File: src/rtl/e203_simd_sat_pipe_if.sv
// rtl/e203_simd_sat_pipe_if.sv - handshake and control bundle for the SIMD clip/saturation stage
//
// Purpose: groups the input beat, output beat and overflow control signals.
// Ports (all signals):
//   i_valid/i_ready  input beat handshake
//   i_op, i_ew, i_imm, i_uns, i_itag  packed elements, element width, clip exponent, unsigned mode, tag
//   o_valid/o_ready  output beat handshake
//   o_res, o_lane_ov, o_itag  clipped elements, per-byte overflow, tag
//   flush, ov_clr, ov_sticky  pipeline kill, sticky clear, sticky overflow
// Modports: master drives beats in and accepts results, slave is the clip stage.
interface e203_simd_sat_pipe_if #(
   parameter int DW     = 32,
   parameter int ITAG_W = 2
);
   logic              i_valid;
   logic              i_ready;
   logic [DW-1:0]     i_op;
   logic [1:0]        i_ew;
   logic [5:0]        i_imm;
   logic              i_uns;
   logic [ITAG_W-1:0] i_itag;
   logic              o_valid;
   logic              o_ready;
   logic [DW-1:0]     o_res;
   logic [DW/8-1:0]   o_lane_ov;
   logic [ITAG_W-1:0] o_itag;
   logic              flush;
   logic              ov_clr;
   logic              ov_sticky;

   modport master (
      output i_valid, i_op, i_ew, i_imm, i_uns, i_itag, o_ready, flush, ov_clr,
      input  i_ready, o_valid, o_res, o_lane_ov, o_itag, ov_sticky
   );

   modport slave (
      input  i_valid, i_op, i_ew, i_imm, i_uns, i_itag, o_ready, flush, ov_clr,
      output i_ready, o_valid, o_res, o_lane_ov, o_itag, ov_sticky
   );
endinterface

File: src/rtl/e203_simd_sat_pipe.sv
// rtl/e203_simd_sat_pipe.sv - pipelined SIMD clip/saturation unit with sticky overflow
//
// Purpose: clips DW/8 byte lanes grouped into 8/16/32(/64)-bit signed elements to a
// programmable signed or unsigned range [lo, 2^k-1], k = min(imm, E-1), and registers
// the result in one valid/ready stage.
// Ports:
//   clk    clock
//   rst_n  asynchronous active-low reset
//   bus    e203_simd_sat_pipe_if.slave: input beat, output beat, flush, ov_clr, ov_sticky
module e203_simd_sat_pipe #(
   parameter int DW     = 32,
   parameter int ITAG_W = 2
) (
   input  logic                  clk,
   input  logic                  rst_n,
   e203_simd_sat_pipe_if.slave   bus
);
   localparam int NB = DW / 8;

   // k = min(imm, E-1)
   function automatic logic [6:0] eff_k(input logic [6:0] e, input logic [5:0] imm);
      return ({1'b0, imm} > (e - 7'd1)) ? (e - 7'd1) : {1'b0, imm};
   endfunction

   function automatic logic signed [65:0] hi_bound(input logic [6:0] k);
      return (66'sd1 <<< k) - 66'sd1;
   endfunction

   function automatic logic signed [65:0] lo_bound(input logic [6:0] k, input logic uns);
      return uns ? 66'sd0 : -(66'sd1 <<< k);
   endfunction

   // Elements arrive sign-extended to 64 bits; the 66-bit compare keeps 2^63-1 bounds exact.
   function automatic logic clip_ov(input logic signed [63:0] x, input logic [6:0] e,
                                    input logic [5:0] imm, input logic uns);
      logic [6:0]        k;
      logic signed [65:0] xw;
      k  = eff_k(e, imm);
      xw = 66'(x);
      return (xw > hi_bound(k)) || (xw < lo_bound(k, uns));
   endfunction

   function automatic logic [63:0] clip_val(input logic signed [63:0] x, input logic [6:0] e,
                                            input logic [5:0] imm, input logic uns);
      logic [6:0]         k;
      logic signed [65:0] xw;
      logic signed [65:0] hi;
      logic signed [65:0] lo;
      logic signed [65:0] r;
      k  = eff_k(e, imm);
      xw = 66'(x);
      hi = hi_bound(k);
      lo = lo_bound(k, uns);
      if (xw > hi) begin
         r = hi;
      end else if (xw < lo) begin
         r = lo;
      end else begin
         r = xw;
      end
      return r[63:0];
   endfunction

   logic [1:0]        eff_ew;
   logic [DW-1:0]     res_c;
   logic [NB-1:0]     lov_c;
   logic [DW-1:0]     res_e3;
   logic              ov_e3;
   logic              accept;

   logic              valid_q, valid_d;
   logic [DW-1:0]     res_q, res_d;
   logic [NB-1:0]     lov_q, lov_d;
   logic [ITAG_W-1:0] itag_q, itag_d;
   logic              sticky_q, sticky_d;

   // 64-bit elements only exist on the wide datapath; on DW=32 code 3 folds to 32-bit.
   if (DW == 64) begin : g_e64
      assign res_e3 = clip_val($signed(bus.i_op[63:0]), 7'd64, bus.i_imm, bus.i_uns);
      assign ov_e3  = clip_ov($signed(bus.i_op[63:0]), 7'd64, bus.i_imm, bus.i_uns);
      assign eff_ew = bus.i_ew;
   end else begin : g_e32
      assign res_e3 = '0;
      assign ov_e3  = 1'b0;
      assign eff_ew = (bus.i_ew == 2'd3) ? 2'd2 : bus.i_ew;
   end

   always_comb begin
      res_c = '0;
      lov_c = '0;
      case (eff_ew)
         2'd0: begin
            for (int i = 0; i < NB; i++) begin
               res_c[i*8 +: 8] = 8'(clip_val(64'($signed(bus.i_op[i*8 +: 8])), 7'd8,
                                             bus.i_imm, bus.i_uns));
               lov_c[i]        = clip_ov(64'($signed(bus.i_op[i*8 +: 8])), 7'd8,
                                         bus.i_imm, bus.i_uns);
            end
         end
         2'd1: begin
            for (int i = 0; i < NB / 2; i++) begin
               res_c[i*16 +: 16] = 16'(clip_val(64'($signed(bus.i_op[i*16 +: 16])), 7'd16,
                                                bus.i_imm, bus.i_uns));
               lov_c[i*2 +: 2]   = {2{clip_ov(64'($signed(bus.i_op[i*16 +: 16])), 7'd16,
                                              bus.i_imm, bus.i_uns)}};
            end
         end
         2'd2: begin
            for (int i = 0; i < NB / 4; i++) begin
               res_c[i*32 +: 32] = 32'(clip_val(64'($signed(bus.i_op[i*32 +: 32])), 7'd32,
                                                bus.i_imm, bus.i_uns));
               lov_c[i*4 +: 4]   = {4{clip_ov(64'($signed(bus.i_op[i*32 +: 32])), 7'd32,
                                              bus.i_imm, bus.i_uns)}};
            end
         end
         default: begin
            res_c = res_e3;
            lov_c = {NB{ov_e3}};
         end
      endcase
   end

   // i_ready never depends on i_valid, so no combinational loop through the producer.
   assign bus.i_ready = ~bus.flush & (~valid_q | bus.o_ready);
   assign accept      = bus.i_valid & bus.i_ready;

   always_comb begin
      valid_d  = valid_q;
      res_d    = res_q;
      lov_d    = lov_q;
      itag_d   = itag_q;
      sticky_d = sticky_q;
      if (bus.flush) begin
         valid_d = 1'b0;
      end else if (accept) begin
         valid_d = 1'b1;
      end else if (bus.o_ready) begin
         valid_d = 1'b0;
      end
      if (accept) begin
         res_d  = res_c;
         lov_d  = lov_c;
         itag_d = bus.i_itag;
      end
      // A flushed result is discarded before it can report overflow; set beats clear.
      if (valid_q & bus.o_ready & ~bus.flush & (|lov_q)) begin
         sticky_d = 1'b1;
      end else if (bus.ov_clr) begin
         sticky_d = 1'b0;
      end
   end

   always_ff @(posedge clk or negedge rst_n) begin
      if (!rst_n) begin
         valid_q  <= 1'b0;
         res_q    <= '0;
         lov_q    <= '0;
         itag_q   <= '0;
         sticky_q <= 1'b0;
      end else begin
         valid_q  <= valid_d;
         res_q    <= res_d;
         lov_q    <= lov_d;
         itag_q   <= itag_d;
         sticky_q <= sticky_d;
      end
   end

   assign bus.o_valid   = valid_q;
   assign bus.o_res     = res_q;
   assign bus.o_lane_ov = lov_q;
   assign bus.o_itag    = itag_q;
   assign bus.ov_sticky = sticky_q;
endmodule

File: src/flat_wrapper.sv
// flat-port wrapper written by rule: the top's interface ports become plain ports
module e203_simd_sat_pipe_flat 
#(
   parameter int DW     = 32,
   parameter int ITAG_W = 2
)
  (clk, rst_n, bus_i_valid, bus_i_op, bus_i_ew, bus_i_imm, bus_i_uns, bus_i_itag, bus_o_ready, bus_flush, bus_ov_clr, bus_i_ready, bus_o_valid, bus_o_res, bus_o_lane_ov, bus_o_itag, bus_ov_sticky);
  e203_simd_sat_pipe_if #(.DW(DW), .ITAG_W(ITAG_W)) bus_i ();
  input  logic clk;
  input  logic rst_n;
  input wire logic [$bits(bus_i.i_valid)-1:0] bus_i_valid;
  input wire logic [$bits(bus_i.i_op)-1:0] bus_i_op;
  input wire logic [$bits(bus_i.i_ew)-1:0] bus_i_ew;
  input wire logic [$bits(bus_i.i_imm)-1:0] bus_i_imm;
  input wire logic [$bits(bus_i.i_uns)-1:0] bus_i_uns;
  input wire logic [$bits(bus_i.i_itag)-1:0] bus_i_itag;
  input wire logic [$bits(bus_i.o_ready)-1:0] bus_o_ready;
  input wire logic [$bits(bus_i.flush)-1:0] bus_flush;
  input wire logic [$bits(bus_i.ov_clr)-1:0] bus_ov_clr;
  output wire logic [$bits(bus_i.i_ready)-1:0] bus_i_ready;
  output wire logic [$bits(bus_i.o_valid)-1:0] bus_o_valid;
  output wire logic [$bits(bus_i.o_res)-1:0] bus_o_res;
  output wire logic [$bits(bus_i.o_lane_ov)-1:0] bus_o_lane_ov;
  output wire logic [$bits(bus_i.o_itag)-1:0] bus_o_itag;
  output wire logic [$bits(bus_i.ov_sticky)-1:0] bus_ov_sticky;
  assign bus_i.i_valid = bus_i_valid;
  assign bus_i.i_op = bus_i_op;
  assign bus_i.i_ew = bus_i_ew;
  assign bus_i.i_imm = bus_i_imm;
  assign bus_i.i_uns = bus_i_uns;
  assign bus_i.i_itag = bus_i_itag;
  assign bus_i.o_ready = bus_o_ready;
  assign bus_i.flush = bus_flush;
  assign bus_i.ov_clr = bus_ov_clr;
  assign bus_i_ready = bus_i.i_ready;
  assign bus_o_valid = bus_i.o_valid;
  assign bus_o_res = bus_i.o_res;
  assign bus_o_lane_ov = bus_i.o_lane_ov;
  assign bus_o_itag = bus_i.o_itag;
  assign bus_ov_sticky = bus_i.ov_sticky;
  e203_simd_sat_pipe #(.DW(DW), .ITAG_W(ITAG_W)) u_core (.clk(clk), .rst_n(rst_n), .bus(bus_i));
endmodule
File: config.mk
export PLATFORM = sky130hd
export DESIGN_NAME = e203_simd_sat_pipe_flat
export DESIGN_NICKNAME = d
export VERILOG_FILES = /design/src/rtl/e203_simd_sat_pipe_if.sv /design/src/rtl/e203_simd_sat_pipe.sv /design/src/flat_wrapper.sv
export SDC_FILE = /design/constraint.sdc
export NUM_CORES = 1
export LEC_CHECK = 0
export CORE_MARGIN = 2
export CORE_UTILIZATION = 35
export CTS_BUF_LIST = sky130_fd_sc_hd__clkbuf_16
export DETAILED_ROUTE_END_ITERATION = 10
export HOLD_SLACK_MARGIN = 0.1
export PLACE_DENSITY_LB_ADDON = 0.12
export SLEW_MARGIN = 20
export SYNTH_ARGS = -nofsm -noshare
export SYNTH_HDL_FRONTEND = slang
export SYNTH_SLANG_ARGS = --single-unit
File: constraint.sdc
create_clock -name clk -period 2.17 [get_ports clk]
set_input_delay 0.651 -clock clk [delete_from_list [all_inputs] [get_ports clk]]
set_output_delay 0.651 -clock clk [all_outputs]
set_load 0.005 [all_outputs]
Word level (Yosys, flattened, before mapping)

Cells that the tools add are included.

Register bits after elaboration: 40
Input port bits: 49
Output and inout bits: 41
Word-level logic and storage cells: 81

Add/sub/neg operators: 6
$lt $le $gt $ge: 17
Equality and inequality tests: 3
Shift-type cells: 3
Mux-type cells: 28
Bitwise gates (word level): 8
Reduce and logical (&&, ||, !) cells: 11

Operator list:

| operator                                                             | count |
|---|---|
| 8-bit by 66-bit > comparator with 1-bit output                       | 4 |
| 8-bit by 66-bit < comparator with 1-bit output                       | 4 |
| 66-bit 2-to-1 mux                                                    | 3 |
| 66-bit negation                                                      | 3 |
| 66-bit by 2-bit subtractor with 66-bit output, second input constant | 3 |
| 16-bit by 66-bit > comparator with 1-bit output                      | 2 |
| 16-bit by 66-bit < comparator with 1-bit output                      | 2 |
| 2-bit by 7-bit <<< shifter with 66-bit output, first input constant  | 2 |
| 32-bit case mux with 3 select lines                                  | 1 |
| 32-bit by 66-bit > comparator with 1-bit output                      | 1 |
| 32-bit by 66-bit < comparator with 1-bit output                      | 1 |
| 2-bit by 6-bit <<< shifter with 66-bit output, first input constant  | 1 |
| 16-bit 2-to-1 mux                                                    | 4 |
| 32-bit 2-to-1 mux                                                    | 2 |
| 8-bit 2-to-1 mux                                                     | 8 |
| 6-bit 2-to-1 mux                                                     | 3 |
| 4-bit case mux with 3 select lines                                   | 1 |
| 1-bit logical OR                                                     | 7 |
| 6-bit by 3-bit > comparator with 1-bit output, second input constant | 1 |
| 6-bit by 4-bit > comparator with 1-bit output, second input constant | 1 |
| 6-bit by 5-bit > comparator with 1-bit output, second input constant | 1 |
| 1-bit bitwise AND                                                    | 5 |
| 1-bit 2-to-1 mux                                                     | 5 |
| 2-bit equality test, second input constant                           | 2 |
| other kinds (8)                                                      | 9 |

Logic depth before layout (Yosys ltp)

Depth after elaboration: 9
Gate-level depth with buffers: 25
Depth with buffers taken out: 20

Worst setup path after synthesis

No wires, ideal clock.

Path type: input to register
From: in bus_i_imm[0]
To: reg u_core.res_q[27], in the netlist u_core.bus.o_res[27]
Arrival: 5.254 ns
Data required time: 2.046 ns
Slack: -3.208 ns
Cell stages on the path: 23
Buffers on the path: 3
Cell sequence: buf_2 or3_4 nor2_1 clkbuf_1 inv_1 ha_1 clkbuf_1 nand3_1 o21ai_0 a22oi_1 and2_1 inv_1 ha_1 nand4_1 or3_1 a21oi_1 o311ai_1 a31oi_1 o21ai_2 mux2i_4 mux2i_1 o221ai_1 o31a_1

Longest elaborated chain between the ends: 9

Ends and longest elaborated chain:

| what                                                                                                                  | RTL line                                           | source |
|---|---|---|
| start: declaration                                                                                                    | flat_wrapper.sv:14                                 | `input wire logic [$bits(bus_i.i_imm)-1:0] bus_i_imm;` |
| 6-bit by 5-bit > comparator with 1-bit output (tied with other cells)                                                 | e203_simd_sat_pipe.sv:22                           | `return ({1'b0, imm} > (e - 7'd1)) ? (e - 7'd1) : {1'b0, imm};` |
| 6-bit 2-to-1 mux                                                                                                      | e203_simd_sat_pipe.sv:22                           |  |
| 2-bit by 7-bit <<< shifter with 66-bit output / 2-bit by 6-bit <<< shifter with 66-bit output (equally long branches) | e203_simd_sat_pipe.sv:26, e203_simd_sat_pipe.sv:30 |  |
| 66-bit negation                                                                                                       | e203_simd_sat_pipe.sv:30                           | `return uns ? 66'sd0 : -(66'sd1 <<< k);` |
| 66-bit 2-to-1 mux                                                                                                     | e203_simd_sat_pipe.sv:30                           |  |
| 32-bit by 66-bit < comparator with 1-bit output (tied with other cells)                                               | e203_simd_sat_pipe.sv:56                           | `end else if (xw < lo) begin` |
| 32-bit 2-to-1 mux (tied with other cells)                                                                             | e203_simd_sat_pipe.sv:56                           |  |
| 32-bit 2-to-1 mux (tied with other cells)                                                                             | e203_simd_sat_pipe.sv:54                           | `if (xw > hi) begin` |
| 32-bit case mux with 3 select lines (*)                                                                               | e203_simd_sat_pipe.sv:91                           | `case (eff_ew)` |
| end signal: assignment                                                                                                | e203_simd_sat_pipe.sv:162                          | `res_q <= res_d;` |
| end: declaration                                                                                                      | e203_simd_sat_pipe.sv:72                           | `logic [DW-1:0] res_q, res_d;` |

Mark *: on every way between the ends. The rest lies on a longest branch, timed or not.
A chain may end at the register's enable or synchronous reset.

Worst setup path in the final report

From: in bus_i_imm[2]
To: reg u_core.res_q[6], in the netlist u_core.bus.o_res[6]

Same word-level chain as after synthesis.

==> insert_results.sql <==
INSERT INTO impl_metrics (metric_group, metric, value, unit) VALUES
('run_status', 'run_status', 'complete, but fails checks', ''),
('run_status', 'failed_checks', 'setup timing', ''),
('die', 'core-area', '75800', 'µm²'),
('clocking', 'cts.root.buffer_cell', 'clkbuf_16', ''),
('finish', 'mostFrequentLayoutCell', 'ha_1', ''),
('sta', 'final_hold_violation_count', '0', ''),
('yosys', 'synthesis.instances', '3461', ''),
('clocking', 'cts_tree', 'done', ''),
('yosys', 'synth_fa_ha_area_frac', '0.431', ''),
('yosys', 'cell_accounting_for_the_most_synthesized_area', 'ha_1', ''),
('finish', 'fin_cells', '5495', ''),
('grt', 'vias_in_the_first_global_route', '29005', ''),
('power', 'reported_leakage_power', '18.6', 'nW'),
('finish', 'finalNetCount', '5488', ''),
('clocking', 'clock_input_transition_at_the_sequential_cells_of_the_worst_setup_and_hold_paths', '0.06', 'ns'),
('finish', 'area_growth_syn_to_layout', '43.5', '%'),
('critical_path', 'timing.rr.start', 'u_core.bus.o_valid', ''),
('critical_path', 'reg2reg_to', 'u_core.bus.o_res[6]', ''),
('finish', 'layout.cells.most_common_list', 'ha_1 (906), buf_4 (875), a21oi_1 (344)', ''),
('die', 'dieWidth', '280', 'µm'),
('critical_path', 'critical_path.startpoint_type', 'input pin', ''),
('critical_path', 'timing.critical_path.to_type', 'register', ''),
('critical_path', 'cp_data_arrival_time', '5.02', 'ns'),
('worst_hold_path', 'hold_path_class', 'input pin to asynchronous set/reset pin', ''),
('yosys', 'synth_cell_types', '93', ''),
('clocking', 'depth_of_the_cts_h_tree', '2', ''),
('placement', 'gp_congestion', '1.00', ''),
('sta', 'min_period_over_period', '2.23', ''),
('yosys', 'synth-xor-area-share', '0.00552', ''),
('sta', 'final.setup_skew', '0.00473', 'ns'),
('yosys', 'ys.warnings.count', '0', ''),
('yosys', 'yosys-top-cells-area', 'ha_1 (43%), a21oi_1 (6.8%), nand4_1 (4.2%)', ''),
('yosys', 'synth.cell_area', '26700', 'µm²'),
('yosys', 'synth_edf_count', '0', ''),
('die', 'initial_core_util', '0.353', ''),
('drt', 'routed_wire_length_per_instance', '19.2', 'µm'),
('die', 'pin_count', '90', ''),
('placement', 'number_of_port_buffers', '89', ''),
('die', 'vertical_extent_of_the_die', '280', 'µm'),
('sta', 'setup_violations', '36', ''),
('yosys', 'register_bit_total_from_synthesis', '40', ''),
('finish', 'finish.instance_area', '38400', 'µm²'),
('grt', 'track_usage', '0.260', ''),
('die', 'die_area', '78600', 'µm²'),
('drt', 'routed_vias_inst', '5.58', ''),
('critical_path', 'timing.setup.critical_path_class', 'input pin to register', ''),
('clocking', 'holdBufCountCts', '0', ''),
('placement', 'place_area', '36400', 'µm²'),
('grt', 'grt_pass1_wl', '162000', 'µm'),
('drt', 'dr.pass1.iters', '5', ''),
('sta', 'rsz0062_at_grt', 'true', ''),
('grt', 'grt_start_max_net_pins', '46', ''),
('drt', 'totalWireLength', '105000', 'µm'),
('drt', 'detailroute.via_count', '30663', ''),
('run', 'drv_cap', '0', ''),
('clocking', 'clock_latency', '0.29', 'ns'),
('yosys', 'synth-seq-area-share', '0.0374', ''),
('critical_path', 'r2r_setup_slack', '0.37', 'ns'),
('yosys', 'post_synth_and_or_nand_nor_area_fraction', '0.193', ''),
('sta', 'achievable-frequency', '206', 'MHz'),
('sta', 'setup_slack', '-2.67', 'ns'),
('yosys', 'post_synth.cell_area_avg', '7.73', 'µm²'),
('grt', 'grt_antenna_before_repair', '0', ''),
('drt', 'detailedRoute.firstIterationViolations', '2048', ''),
('drt', 'route.detailed.drc', '0', ''),
('yosys', 'synth.top_cell.area_share', '0.431', ''),
('critical_path', 'cp_max_fo', '6', ''),
('power', 'vdd_drop_max', '0.000304', 'V'),
('yosys', 'combinational_family_with_the_most_area_after_synthesis', 'adder cells', ''),
('finish', 'fraction_of_the_core_area_covered_by_cells_at_the_end_of_the_flow', '0.506', ''),
('clocking', 'clock_sink_count', '40', '');
[Yosys cell counts (7+ instances only)]
cell / n
ha_1: 922
o221ai_1: 10
o31a_1: 7
a31oi_1: 30
a2111oi_0: 16
a21boi_0: 8
nand2_1: 296
a221o_1: 13
buf_1: 16
and4_1: 23
o211ai_1: 50
nor2_1: 183
buf_2: 19
o2111ai_1: 7
a22oi_1: 24
nor2b_1: 17
a221oi_1: 29
a211o_1: 9
o21ai_0: 179
or3_1: 13
a21o_1: 120
clkbuf_1: 159
nor4_1: 32
nor3_1: 47
inv_1: 97
nand4_1: 178
and2_1: 12
mux2i_1: 86
nand2b_1: 28
o21a_1: 22
o31ai_1: 39
or2_2: 15
o21bai_1: 9
dfrtp_1: 40
xnor2_1: 9
a21oi_1: 363
nand3_1: 157
a211oi_1: 43
o22a_1: 8
[logic make-up after synthesis]
family,Yosys count
AOI/OAI and AO/OA,1054
and+or+nand+nor,1036
adders and majority gates,922
buffers and inverters,301
muxes,91
DFF,40
xor gates and xnor gates,16
other,1
[final cells by class]
type | count | area [µm²] | share of cell area
multi-input cells | 3309 | 26500 | 0.691
well taps | 978 | 1220 | 0.0319
repair buffers | 1059 | 9090 | 0.237
inverters | 102 | 402 | 0.0105
clock inverters | 2 | 8.76 | 0.000228
flip-flops and latches | 40 | 1000 | 0.0261
clock buffers | 5 | 125 | 0.00326
[report_power, final]
group | internal [mW] | switching (mW)
sequential | 0.896 | 0.146
clock | 0.415 | 0.333
combinational | 4.12 | 4.36
total | 5.44 | 4.84
[how the worst min path moves through the flow]
stage | end | slack [ns] | depth (start not counted)
CTS | u_core.bus.ov_sticky | 0.33 | 1
global route | u_core.bus.ov_sticky | 0.34 | 1
global placement | u_core.bus.o_itag[1] | 0.46 | 2
finish | u_core.bus.ov_sticky | 0.32 | 1
floorplan | u_core.bus.o_itag[0] | 0.36 | 0
detailed placement | u_core.bus.o_itag[1] | 0.47 | 2
[registers in the layout (all words and copies together) (netlist names)]
register / count
u_core.bus.o_res: 32
u_core.bus.o_lane_ov: 4
u_core.bus.o_itag: 2
u_core.bus.o_valid: 1
u_core.bus.ov_sticky: 1
[worst max-delay path: stages]
cell and delay, ns:
buf_8 0.10, or3_4 0.39, nor2_4 0.14, buf_6 0.12, inv_4 0.03, buf_4 0.11, buf_4 0.13, ha_4 0.16
o21ai_4 0.08, nand2_2 0.11, o21ai_0 0.25, a21oi_1 0.14, buf_4 0.18, ha_1 0.27, nand2_1 0.09, or3_4 0.42
nor4_4 0.20, nor4_4 0.10, o31ai_4 0.22, o31a_1 0.19, o22ai_4 0.10, buf_6 0.14, clkbuf_16 0.16, mux2_4 0.20
nor2_1 0.04, o32a_1 0.28
[metal layers]
| layer | global-route usage | vias to the layer above | part of all wire |
|---|---|---|---|
| li1 | - | 15424 | - |
| met1 | 0.360 | 14182 | 0.47 |
| met2 | 0.426 | 846 | 0.44 |
| met3 | 0.0267 | 211 | 0.060 |
| met4 | 0.0684 | 0 | 0.033 |
| met5 | 0 | - | 0 |
[what timing repair did]
item	CTS	global route
hold endpoints to repair	0	0
gates resized for setup	181	133
gates cloned	2	1
setup buffers	35	39
pin swaps	87	76
endpoints found under the setup margin	37	36
[metrics by stage]
step	hold WS, ns	setup slack, ns	TNS [ns]
after floorplan	0.355	-2.66	-91.86
after global placement	0.455	-3.79	-125.37
after detailed placement	0.465	-3.80	-126.60
after CTS	0.328	-2.60	-89.85
after global routing	0.339	-2.88	-98.65
final	0.316	-2.67	-92.44
Power figures use the tool's default switching activity.
